## src/rtl/sram_arb_pkg.sv

```systemverilog
// Shared types and constants for the two-requester SRAM round-robin arbiter.
package sram_arb_pkg;

   localparam int ADDRESS_WIDTH     = 14;
   localparam int DATA_WIDTH        = 32;
   localparam int BE_WIDTH          = DATA_WIDTH / 8;
   localparam int SRAM_READ_LATENCY = 2;
   localparam int NUM_REQUESTERS    = 2;

   typedef struct packed {
      logic                     read_not_write;
      logic [ADDRESS_WIDTH-1:0] address;
      logic [BE_WIDTH-1:0]      byte_enable;
      logic [DATA_WIDTH-1:0]    write_data;
   } req_t;

   typedef struct packed {
      logic valid;
      logic owner;
   } tag_t;

endpackage

```

## src/rtl/sram_rr_arbiter_if.sv

```systemverilog
// Requester and SRAM-side signal bundle for sram_rr_arbiter.
interface sram_rr_arbiter_if
   import sram_arb_pkg::*;
#(
   parameter int address_width = ADDRESS_WIDTH,
   parameter int data_width    = DATA_WIDTH,
   parameter int be_width      = data_width / 8
);

   logic                     req0_valid;
   logic                     req0_ready;
   logic                     req0_read_not_write;
   logic [address_width-1:0] req0_address;
   logic [be_width-1:0]      req0_byte_enable;
   logic [data_width-1:0]    req0_write_data;
   logic                     resp0_valid;
   logic [data_width-1:0]    resp0_data;

   logic                     req1_valid;
   logic                     req1_ready;
   logic                     req1_read_not_write;
   logic [address_width-1:0] req1_address;
   logic [be_width-1:0]      req1_byte_enable;
   logic [data_width-1:0]    req1_write_data;
   logic                     resp1_valid;
   logic [data_width-1:0]    resp1_data;

   logic                     sram_select;
   logic                     sram_read_not_write;
   logic [address_width-1:0] sram_address;
   logic [be_width-1:0]      sram_write_enable;
   logic [data_width-1:0]    sram_write_data;
   logic [data_width-1:0]    sram_read_data;

   // Arbiter side.
   modport slave (
      input  req0_valid, req0_read_not_write, req0_address, req0_byte_enable, req0_write_data,
      input  req1_valid, req1_read_not_write, req1_address, req1_byte_enable, req1_write_data,
      output req0_ready, resp0_valid, resp0_data,
      output req1_ready, resp1_valid, resp1_data,
      output sram_select, sram_read_not_write, sram_address, sram_write_enable, sram_write_data,
      input  sram_read_data
   );

   // Requester side (CPU/DMA).
   modport master (
      output req0_valid, req0_read_not_write, req0_address, req0_byte_enable, req0_write_data,
      output req1_valid, req1_read_not_write, req1_address, req1_byte_enable, req1_write_data,
      input  req0_ready, resp0_valid, resp0_data,
      input  req1_ready, resp1_valid, resp1_data
   );

   // Block SRAM side.
   modport sram (
      input  sram_select, sram_read_not_write, sram_address, sram_write_enable, sram_write_data,
      output sram_read_data
   );

endinterface

```

## src/rtl/sram_rr_arbiter_grant.sv

```systemverilog
// Two-way round-robin grant: the requester that did not win last time wins a tie.
module sram_rr_arbiter_grant
   import sram_arb_pkg::*;
(
   input  logic                      clk,
   input  logic                      reset_n,
   input  logic [NUM_REQUESTERS-1:0] req_valid_i,
   output logic                      grant_valid_o,
   output logic                      grant_owner_o
);

   logic last_grant_q, last_grant_d;

   always_comb begin
      // NOTE: every output gets a default before the case so no latch is inferred.
      grant_valid_o = 1'b0;
      grant_owner_o = 1'b0;
      last_grant_d  = last_grant_q;
      case (req_valid_i)
         2'b01: begin
            grant_valid_o = 1'b1;
            grant_owner_o = 1'b0;
         end
         2'b10: begin
            grant_valid_o = 1'b1;
            grant_owner_o = 1'b1;
         end
         2'b11: begin
            grant_valid_o = 1'b1;
            grant_owner_o = ~last_grant_q;
         end
         default: ;
      endcase
      if (grant_valid_o) last_grant_d = grant_owner_o;
   end

   // Resetting to 1 lets requester 0 win the first contended cycle.
   always_ff @(posedge clk or negedge reset_n) begin
      if (!reset_n) last_grant_q <= 1'b1;
      // NOTE: sequential state uses non-blocking assignment so all registers update together.
      else          last_grant_q <= last_grant_d;
   end

endmodule

```

## src/rtl/sram_rr_arbiter.sv

```systemverilog
// Round-robin arbiter and sequencer in front of a single-port byte-write SRAM;
// registers SRAM controls and routes each read's data back to its owner.
module sram_rr_arbiter
   import sram_arb_pkg::*;
#(
   parameter int address_width = ADDRESS_WIDTH,
   parameter int data_width    = DATA_WIDTH,
   parameter int be_width      = data_width / 8
) (
   input logic              clk,
   input logic              reset_n,
   sram_rr_arbiter_if.slave bus
);

   req_t req0, req1, winner;
   logic grant_valid, grant_owner;

   logic                     sram_select_q, sram_select_d;
   logic                     sram_rnw_q, sram_rnw_d;
   logic [address_width-1:0] sram_address_q, sram_address_d;
   logic [be_width-1:0]      sram_we_q, sram_we_d;
   logic [data_width-1:0]    sram_wdata_q, sram_wdata_d;

   tag_t tag1_q, tag1_d, tag2_q;

   assign req0 = {bus.req0_read_not_write, bus.req0_address, bus.req0_byte_enable, bus.req0_write_data};
   assign req1 = {bus.req1_read_not_write, bus.req1_address, bus.req1_byte_enable, bus.req1_write_data};

   sram_rr_arbiter_grant u_grant (
      .clk           (clk),
      .reset_n       (reset_n),
      .req_valid_i   ({bus.req1_valid, bus.req0_valid}),
      .grant_valid_o (grant_valid),
      .grant_owner_o (grant_owner)
   );

   assign winner         = grant_owner ? req1 : req0;
   assign bus.req0_ready = grant_valid & ~grant_owner;
   assign bus.req1_ready = grant_valid &  grant_owner;

   // Idle cycles drop select and write enables; address/data simply hold.
   always_comb begin
      sram_select_d  = 1'b0;
      sram_we_d      = '0;
      sram_rnw_d     = sram_rnw_q;
      sram_address_d = sram_address_q;
      sram_wdata_d   = sram_wdata_q;
      tag1_d         = '0;
      if (grant_valid) begin
         sram_select_d  = 1'b1;
         sram_rnw_d     = winner.read_not_write;
         sram_address_d = winner.address;
         sram_wdata_d   = winner.write_data;
         sram_we_d      = winner.read_not_write ? '0 : winner.byte_enable;
         tag1_d         = '{valid: winner.read_not_write, owner: grant_owner};
      end
   end

   // Tag stage 1 covers the SRAM access cycle, stage 2 the data-out cycle.
   always_ff @(posedge clk or negedge reset_n) begin
      if (!reset_n) begin
         sram_select_q  <= 1'b0;
         sram_rnw_q     <= 1'b0;
         sram_address_q <= '0;
         sram_we_q      <= '0;
         sram_wdata_q   <= '0;
         tag1_q         <= '0;
         tag2_q         <= '0;
      end else begin
         sram_select_q  <= sram_select_d;
         sram_rnw_q     <= sram_rnw_d;
         sram_address_q <= sram_address_d;
         sram_we_q      <= sram_we_d;
         sram_wdata_q   <= sram_wdata_d;
         tag1_q         <= tag1_d;
         tag2_q         <= tag1_q;
      end
   end

   assign bus.sram_select         = sram_select_q;
   assign bus.sram_read_not_write = sram_rnw_q;
   assign bus.sram_address        = sram_address_q;
   assign bus.sram_write_enable   = sram_we_q;
   assign bus.sram_write_data     = sram_wdata_q;

   assign bus.resp0_valid = tag2_q.valid & ~tag2_q.owner;
   assign bus.resp1_valid = tag2_q.valid &  tag2_q.owner;
   assign bus.resp0_data  = bus.sram_read_data;
   assign bus.resp1_data  = bus.sram_read_data;

endmodule

```

## src/flat_wrapper.sv

```systemverilog
// flat-port wrapper written by rule: the top's interface ports become plain ports
module sram_rr_arbiter_flat import sram_arb_pkg::*;
#(
   parameter int address_width = ADDRESS_WIDTH,
   parameter int data_width    = DATA_WIDTH,
   parameter int be_width      = data_width / 8
)
  (clk, reset_n, bus_req0_valid, bus_req0_read_not_write, bus_req0_address, bus_req0_byte_enable, bus_req0_write_data, bus_req1_valid, bus_req1_read_not_write, bus_req1_address, bus_req1_byte_enable, bus_req1_write_data, bus_req0_ready, bus_resp0_valid, bus_resp0_data, bus_req1_ready, bus_resp1_valid, bus_resp1_data, bus_sram_select, bus_sram_read_not_write, bus_sram_address, bus_sram_write_enable, bus_sram_write_data, bus_sram_read_data);
  sram_rr_arbiter_if #(.address_width(address_width), .data_width(data_width), .be_width(be_width)) bus_i ();
  input logic clk;
  input logic reset_n;
  input wire logic [$bits(bus_i.req0_valid)-1:0] bus_req0_valid;
  input wire logic [$bits(bus_i.req0_read_not_write)-1:0] bus_req0_read_not_write;
  input wire logic [$bits(bus_i.req0_address)-1:0] bus_req0_address;
  input wire logic [$bits(bus_i.req0_byte_enable)-1:0] bus_req0_byte_enable;
  input wire logic [$bits(bus_i.req0_write_data)-1:0] bus_req0_write_data;
  input wire logic [$bits(bus_i.req1_valid)-1:0] bus_req1_valid;
  input wire logic [$bits(bus_i.req1_read_not_write)-1:0] bus_req1_read_not_write;
  input wire logic [$bits(bus_i.req1_address)-1:0] bus_req1_address;
  input wire logic [$bits(bus_i.req1_byte_enable)-1:0] bus_req1_byte_enable;
  input wire logic [$bits(bus_i.req1_write_data)-1:0] bus_req1_write_data;
  output wire logic [$bits(bus_i.req0_ready)-1:0] bus_req0_ready;
  output wire logic [$bits(bus_i.resp0_valid)-1:0] bus_resp0_valid;
  output wire logic [$bits(bus_i.resp0_data)-1:0] bus_resp0_data;
  output wire logic [$bits(bus_i.req1_ready)-1:0] bus_req1_ready;
  output wire logic [$bits(bus_i.resp1_valid)-1:0] bus_resp1_valid;
  output wire logic [$bits(bus_i.resp1_data)-1:0] bus_resp1_data;
  output wire logic [$bits(bus_i.sram_select)-1:0] bus_sram_select;
  output wire logic [$bits(bus_i.sram_read_not_write)-1:0] bus_sram_read_not_write;
  output wire logic [$bits(bus_i.sram_address)-1:0] bus_sram_address;
  output wire logic [$bits(bus_i.sram_write_enable)-1:0] bus_sram_write_enable;
  output wire logic [$bits(bus_i.sram_write_data)-1:0] bus_sram_write_data;
  input wire logic [$bits(bus_i.sram_read_data)-1:0] bus_sram_read_data;
  assign bus_i.req0_valid = bus_req0_valid;
  assign bus_i.req0_read_not_write = bus_req0_read_not_write;
  assign bus_i.req0_address = bus_req0_address;
  assign bus_i.req0_byte_enable = bus_req0_byte_enable;
  assign bus_i.req0_write_data = bus_req0_write_data;
  assign bus_i.req1_valid = bus_req1_valid;
  assign bus_i.req1_read_not_write = bus_req1_read_not_write;
  assign bus_i.req1_address = bus_req1_address;
  assign bus_i.req1_byte_enable = bus_req1_byte_enable;
  assign bus_i.req1_write_data = bus_req1_write_data;
  assign bus_req0_ready = bus_i.req0_ready;
  assign bus_resp0_valid = bus_i.resp0_valid;
  assign bus_resp0_data = bus_i.resp0_data;
  assign bus_req1_ready = bus_i.req1_ready;
  assign bus_resp1_valid = bus_i.resp1_valid;
  assign bus_resp1_data = bus_i.resp1_data;
  assign bus_sram_select = bus_i.sram_select;
  assign bus_sram_read_not_write = bus_i.sram_read_not_write;
  assign bus_sram_address = bus_i.sram_address;
  assign bus_sram_write_enable = bus_i.sram_write_enable;
  assign bus_sram_write_data = bus_i.sram_write_data;
  assign bus_i.sram_read_data = bus_sram_read_data;
  sram_rr_arbiter #(.address_width(address_width), .data_width(data_width), .be_width(be_width)) u_core (.clk(clk), .reset_n(reset_n), .bus(bus_i));
endmodule
```

## config.mk

```make
export PLATFORM = sky130hd
export DESIGN_NAME = sram_rr_arbiter_flat
export DESIGN_NICKNAME = d
export VERILOG_FILES = /design/src/rtl/sram_arb_pkg.sv /design/src/rtl/sram_rr_arbiter_if.sv /design/src/rtl/sram_rr_arbiter_grant.sv /design/src/rtl/sram_rr_arbiter.sv /design/src/flat_wrapper.sv
export SDC_FILE = /design/constraint.sdc
export NUM_CORES = 1
export LEC_CHECK = 0
export CORE_MARGIN = 5
export CORE_UTILIZATION = 32
export DETAILED_ROUTE_END_ITERATION = 10
export PLACE_DENSITY_LB_ADDON = 0.08
export SETUP_SLACK_MARGIN = 0.05
export SLEW_MARGIN = 25
export SYNTH_ARGS = -nofsm -noshare
export SYNTH_HDL_FRONTEND = slang
export SYNTH_SLANG_ARGS = --single-unit
```

## constraint.sdc

```tcl
create_clock -name clk -period 1.8 [get_ports clk]
set_clock_uncertainty 0.15 [all_clocks]
set_input_delay 0.36 -clock clk [delete_from_list [all_inputs] [get_ports clk]]
set_output_delay 0.36 -clock clk [all_outputs]
set_load 0.01 [all_outputs]
```

======== Word-level counts from Yosys, hierarchy flattened ========
Index checks and enable logic that the tools add are counted.
storage, ports and cells
  bits in registers ....................... 57
  ROM bits ................................ 0
  bits in latches ......................... 0
  input port bits ......................... 138
  output and inout port bits .............. 120
  RAM bits ................................ 0
  memories ................................ 0
operators by class
  add/subtract/negate cells ............... 0
  magnitude comparators ................... 0
  eq/ne operators ......................... 3
  multipliers ............................. 0
  div/mod/pow operators ................... 0
  shifts and indexed selects .............. 0
  bitwise gates (word level) .............. 7
  reduce and logical (&&, ||, !) cells .... 1
  muxes and demuxes ....................... 7
operators by type and width
  kind                                                                   number
  51-bit two-way mux                                                     1
  4-bit two-way mux                                                      2
  1-bit bitwise AND                                                      4
  2-bit equality test, second input constant                             2
  1-bit inverter                                                         3
  3-bit OR reduction                                                     1
  2-bit by 1-bit equality test with 1-bit output, second input constant  1
  1-bit two-way mux                                                      2
  2-bit two-way mux                                                      1
  1-bit case mux with 2 select lines                                     1

======== Depth between registers and ports, before layout ========
  depth in word-level cells ............... 5
  mapped depth ............................ 6
  gate-level depth less buffers ........... 4

======== Cells and area by module ========
Synthesis repeated with hierarchy kept, for this count alone.
unflattened totals
  cell total of the unflattened synthesis .. 300
  area, all modules ....................... 3072.9 um^2
modules (own cells, without submodules)
  module                 instances  area an instance (um^2)  cells each
  sram_rr_arbiter        1          3021.6                   295
  sram_rr_arbiter_grant  1          51.3                     5

======== Worst setup path after synthesis ========
OpenSTA, ideal clock, no wires.
  path type ............................... register to output
  from .................................... register u_core.u_grant.last_grant_q
  to ...................................... output port bus_req0_ready
  data required time ...................... 1.290 ns
  slack ................................... 0.198 ns
  stages on the path, launching flop included .. 5
  data arrival time ....................... 1.092 ns
  cells stage by stage .................... dfstp_2 -> a21bo_2 -> inv_4 -> nor2_1 -> buf_2
on the way
  longest elaborated chain between the ends .. 4
RTL lines
  what                                line                         source
  from (decl)                         sram_rr_arbiter_grant.sv:12  logic last_grant_q, last_grant_d;
  from (signal assigned)              sram_rr_arbiter_grant.sv:41  else last_grant_q <= last_grant_d;
  1-bit inverter                      sram_rr_arbiter_grant.sv:30  grant_owner_o = ~last_grant_q;
  1-bit case mux with 2 select lines  sram_rr_arbiter_grant.sv:19  case (req_valid_i)
  1-bit inverter                      sram_rr_arbiter.sv:38        assign bus.req0_ready = grant_valid & ~grant_owner;
  1-bit bitwise AND                   sram_rr_arbiter.sv:38
  to (decl)                           flat_wrapper.sv:22           output wire logic [$bits(bus_i.req0_ready)-1:0] bus_req0_ready;
Every way passes these cells.

======== Worst setup path after layout ========
  from .................................... input port bus_req0_valid
  to ...................................... output port bus_req0_ready
on the way
  longest elaborated chain between the ends .. 4
  elaborated cells between the ends (all ways) .. 8
RTL lines
  what                                                                                              line                                                source
  from (decl)                                                                                       flat_wrapper.sv:12                                  input wire logic [$bits(bus_i.req0_valid)-1:0] bus_req0_valid;
  2-bit equality test / 2-bit by 1-bit equality test with 1-bit output (equally long branches)      sram_rr_arbiter_grant.sv:19
  3-bit OR reduction (no source line) / 1-bit case mux with 2 select lines (equally long branches)  -
  1-bit two-way mux / 1-bit inverter (equally long branches)                                        sram_rr_arbiter_grant.sv:19, sram_rr_arbiter.sv:38
  1-bit bitwise AND *                                                                               sram_rr_arbiter.sv:38
Every way passes the cells marked *; elsewhere a longest branch is shown, timed or not.

==> impl_metrics.py <==
metrics = {
    "timing": {
        "finalHoldViolations": 0,
        "drv_slew": 0,
        "fmax_ghz": 0.552,
        "post-route-min-period_ns": 1.81,
        "worst_slack_ns": -0.0104,
        "period_share_pct": 101,
        "rsz0062_at_grt": "yes",
        "setup_viol": 1,
        "slew_headroom_pct": 74.5,
        "fin_setup_tns_ns": -0.0104,
        "tightest_slew_ns": 0.383,
    },
    "critical_path": {
        "crit_type": "input port to output pin",
        "r2r-end": "u_core.bus.sram_write_data[26]$_DFFE_PN0N_",
        "timing.reg2reg.worst_path_depth": 6,
        "cp-end-kind": "output pin",
        "critPathRequiredTime_ns": 1.29,
        "r2r_slack_ns": 0.06,
        "cp.arrival_ns": 1.30,
        "r2r_start": "u_core.u_grant.last_grant_q$_DFFE_PN1N_",
        "cp-start-kind": "input port",
        "cp_max_fo": 3,
    },
    "clocking": {
        "cts_setup_buffers": 0,
        "htree_levels": 3,
        "worst_skew_pair.late_latency_ns": 0.33,
        "clockRootBuffer": "clkbuf_8",
        "clkSinkCount": 57,
        "clockBufferDepth": 2,
        "cts_buffers": 9,
        "clk_pin_slew_ns": 0.06,
        "tritoncts": "built",
    },
    "die": {
        "die-area_sq_um": 11000,
        "die-width_microns": 105,
        "start_util_pct": 33.0,
        "io_pins": 258,
        "rows": 34,
        "die_height_microns": 105,
        "core_area_sq_um": 8760,
    },
    "final_layout": {
        "layout.nets": 500,
        "seq_area_sq_um": 1430,
        "design_area_sq_um": 4430,
        "syn_to_final_growth_pct": 53.3,
        "antennaDiodeCount": 0,
        "final_cell_mix": "clkdlybuf4s50_1 (104), dfrtp_1 (56), dlygate4sd2_1 (48)",
        "final_core_util_pct": 50.5,
        "fillers": 825,
        "final_common_cell": "clkdlybuf4s50_1",
        "multi_input_area_sq_um": 895,
        "final_cells": 475,
        "drive_gt1_share_pct": 9.54,
    },
    "hold_path": {
        "holdPathEnd": "u_core.tag2_q[0]$_DFF_PN0_",
        "holdPathStages": 0,
        "hold_start": "u_core.tag1_q[0]$_DFF_PN0_",
        "worstHoldPathType": "register to register",
    },
    "power_and_ir_drop": {
        "pwr_density_cell_nw_per_um2": 891,
        "pwr-share-comb_pct": 24.0,
        "internal-power_w": 0.00295,
        "p_sw_w": 0.000996,
        "finalPower_w": 0.00395,
        "seqPwrFrac_pct": 38.3,
        "clkPwrFrac_pct": 37.7,
        "peakVddDrop_mv": 0.398,
        "switching_share_pct": 25.2,
        "p_leak_nw": 2.27,
    },
    "grt": {
        "grt.total_usage_pct": 16.1,
        "overflow": 0,
        "antenna_found_initial": 0,
        "grt_pass1_vias": 2566,
        "grt_start_max_net_pins": 58,
        "grt_first_pass_wirelength_microns": 14000,
    },
    "logic_synthesis": {
        "synthCells": 256,
        "postSynthAreaPerCell_sq_um": 11.3,
        "ys_seq_area_share_pct": 49.4,
        "ys_seq_elements": 57,
        "yosysWarningCount": 0,
        "syn_area_sq_um": 2890,
        "synth_fp_nets": 394,
        "synthDistinctLibCells": 18,
    },
    "placement": {
        "dpl.cell_count": 457,
        "place_congestion": 0.736,
        "place_area_sq_um": 4180,
        "port_buffers": 161,
        "hpwl_microns": 6350,
    },
    "drt": {
        "wl_met1_microns": 3410,
        "topRoutingLayerUsed": "met4",
        "vias": 2261,
        "viasPerCell": 4.76,
        "routed_wl_microns": 9040,
        "drt_iter0_drc": 88,
        "ant_nets": 0,
        "wl_per_cell_microns": 19.0,
        "route.detailed.drc": 0,
        "wl_met3_microns": 893,
        "firstDrtPassIters": 4,
        "wl_met2_microns": 4520,
    },
    "run_status": {
        "outcome": "finished, violations left",
        "violations": "negative setup slack",
    },
    "job": {
        "max_cap_violations": 0,
    },
}
## timing repair
item / in CTS / in global routing
endpoints found under the hold margin: 56 / 0
hold buffers: 1 / 0
gates resized for setup: 60 / 7
gates cloned: 0 / 1
setup endpoints to repair: 58 / 42
## area by class of cell
cell class	instances	share of cell area, %
clock buffer	11	3.19
tap	108	3.05
timing repair buffer	174	38.7
clock inverter	5	2.32
multi-input combinational	117	20.2
sequential	57	32.2
inverter	3	0.311
## power by group through the flow
stage,logic (W),clock network (W),registers [W]
final,0.000946,0.00149,0.00151
after floorplan,0.000459,0,0.00161
after CTS,0.000964,0.00155,0.00152
after global routing,0.00103,0.00161,0.00153
after detailed placement,0.00105,0,0.00154
after global placement,0.00105,0,0.00154
## how the worst max path moves through the flow
stage | from | end | slack [ns] | cells past startpoint
after floorplan | u_core.u_grant.last_grant_q$_DFFE_PN1N_ | bus_req0_ready | 0.20 | 4
after global routing | u_core.u_grant.last_grant_q$_DFFE_PN1N_ | bus_req0_ready | -0.06 | 4
final | bus_req0_valid | bus_req0_ready | -0.01 | 5
after CTS | u_core.u_grant.last_grant_q$_DFFE_PN1N_ | bus_req0_ready | -0.01 | 4
after detailed placement | bus_req1_valid | bus_req1_ready | -0.41 | 4
after global placement | bus_req1_valid | bus_req1_ready | -0.39 | 4
## Yosys cell counts
| master | n | area, sq um |
|---|---|---|
| nor2_1 | 3 | 11.3 |
| o21a_1 | 1 | 7.51 |
| dfstp_2 | 1 | 26.3 |
| clkbuf_1 | 2 | 7.51 |
| nor2b_1 | 2 | 12.5 |
| nand2_1 | 10 | 37.5 |
| dfrtp_1 | 56 | 1400 |
| a21oi_1 | 6 | 30.0 |
| a21o_1 | 46 | 345 |
| a22o_1 | 46 | 403 |
| buf_2 | 9 | 45.0 |
| inv_4 | 1 | 6.26 |
| o32a_1 | 1 | 10.0 |
| inv_1 | 2 | 7.51 |
| buf_6 | 3 | 33.8 |
| a21bo_2 | 1 | 10.0 |
| and2_1 | 1 | 6.26 |
| buf_4 | 65 | 488 |
## worst max-delay path, cell delays in order
cell,delay [ns]
clkdlybuf4s50_1,0.50
buf_4,0.15
nor2_4,0.04
nor2_4,0.13
buf_6,0.11
## cells by family after synthesis
group	count (synthesis)	share of synthesized area (%)
buffers and inverters	82	20.4
flip-flops	57	49.4
AND/OR/NAND/NOR	16	2.34
AO/OA/AOI/OAI	101	27.9
## flip-flops by register name (all words and copies together) (netlist names)
register	count
u_core.bus.sram_write_data	32
u_core.bus.sram_address	14
u_core.bus.sram_write_enable	4
u_core.tag1_q	2
u_core.tag2_q	2
u_core.bus.sram_read_not_write	1
u_core.bus.sram_select	1
u_core.u_grant.last_grant_q	1
## per-layer routing
| layer | GRT usage, % | vias to the layer above |
|---|---|---|
| met5 | 0 | - |
| met4 | 5.94 | 0 |
| met3 | 9.19 | 32 |
| met2 | 25.9 | 91 |
| met1 | 17.7 | 1084 |
| li1 | - | 1054 |
## metrics by stage
| stage | hold WS (ns) | setup WS (ns) |
|---|---|---|
| after floorplan | -0.0856 | 0.198 |
| after global placement | 0.183 | -0.394 |
| after detailed placement | 0.186 | -0.410 |
| after CTS | 0.202 | -0.0101 |
| after global routing | 0.205 | -0.0603 |
| final | 0.199 | -0.0104 |
No activity file was read; power rests on OpenSTA's default activity.
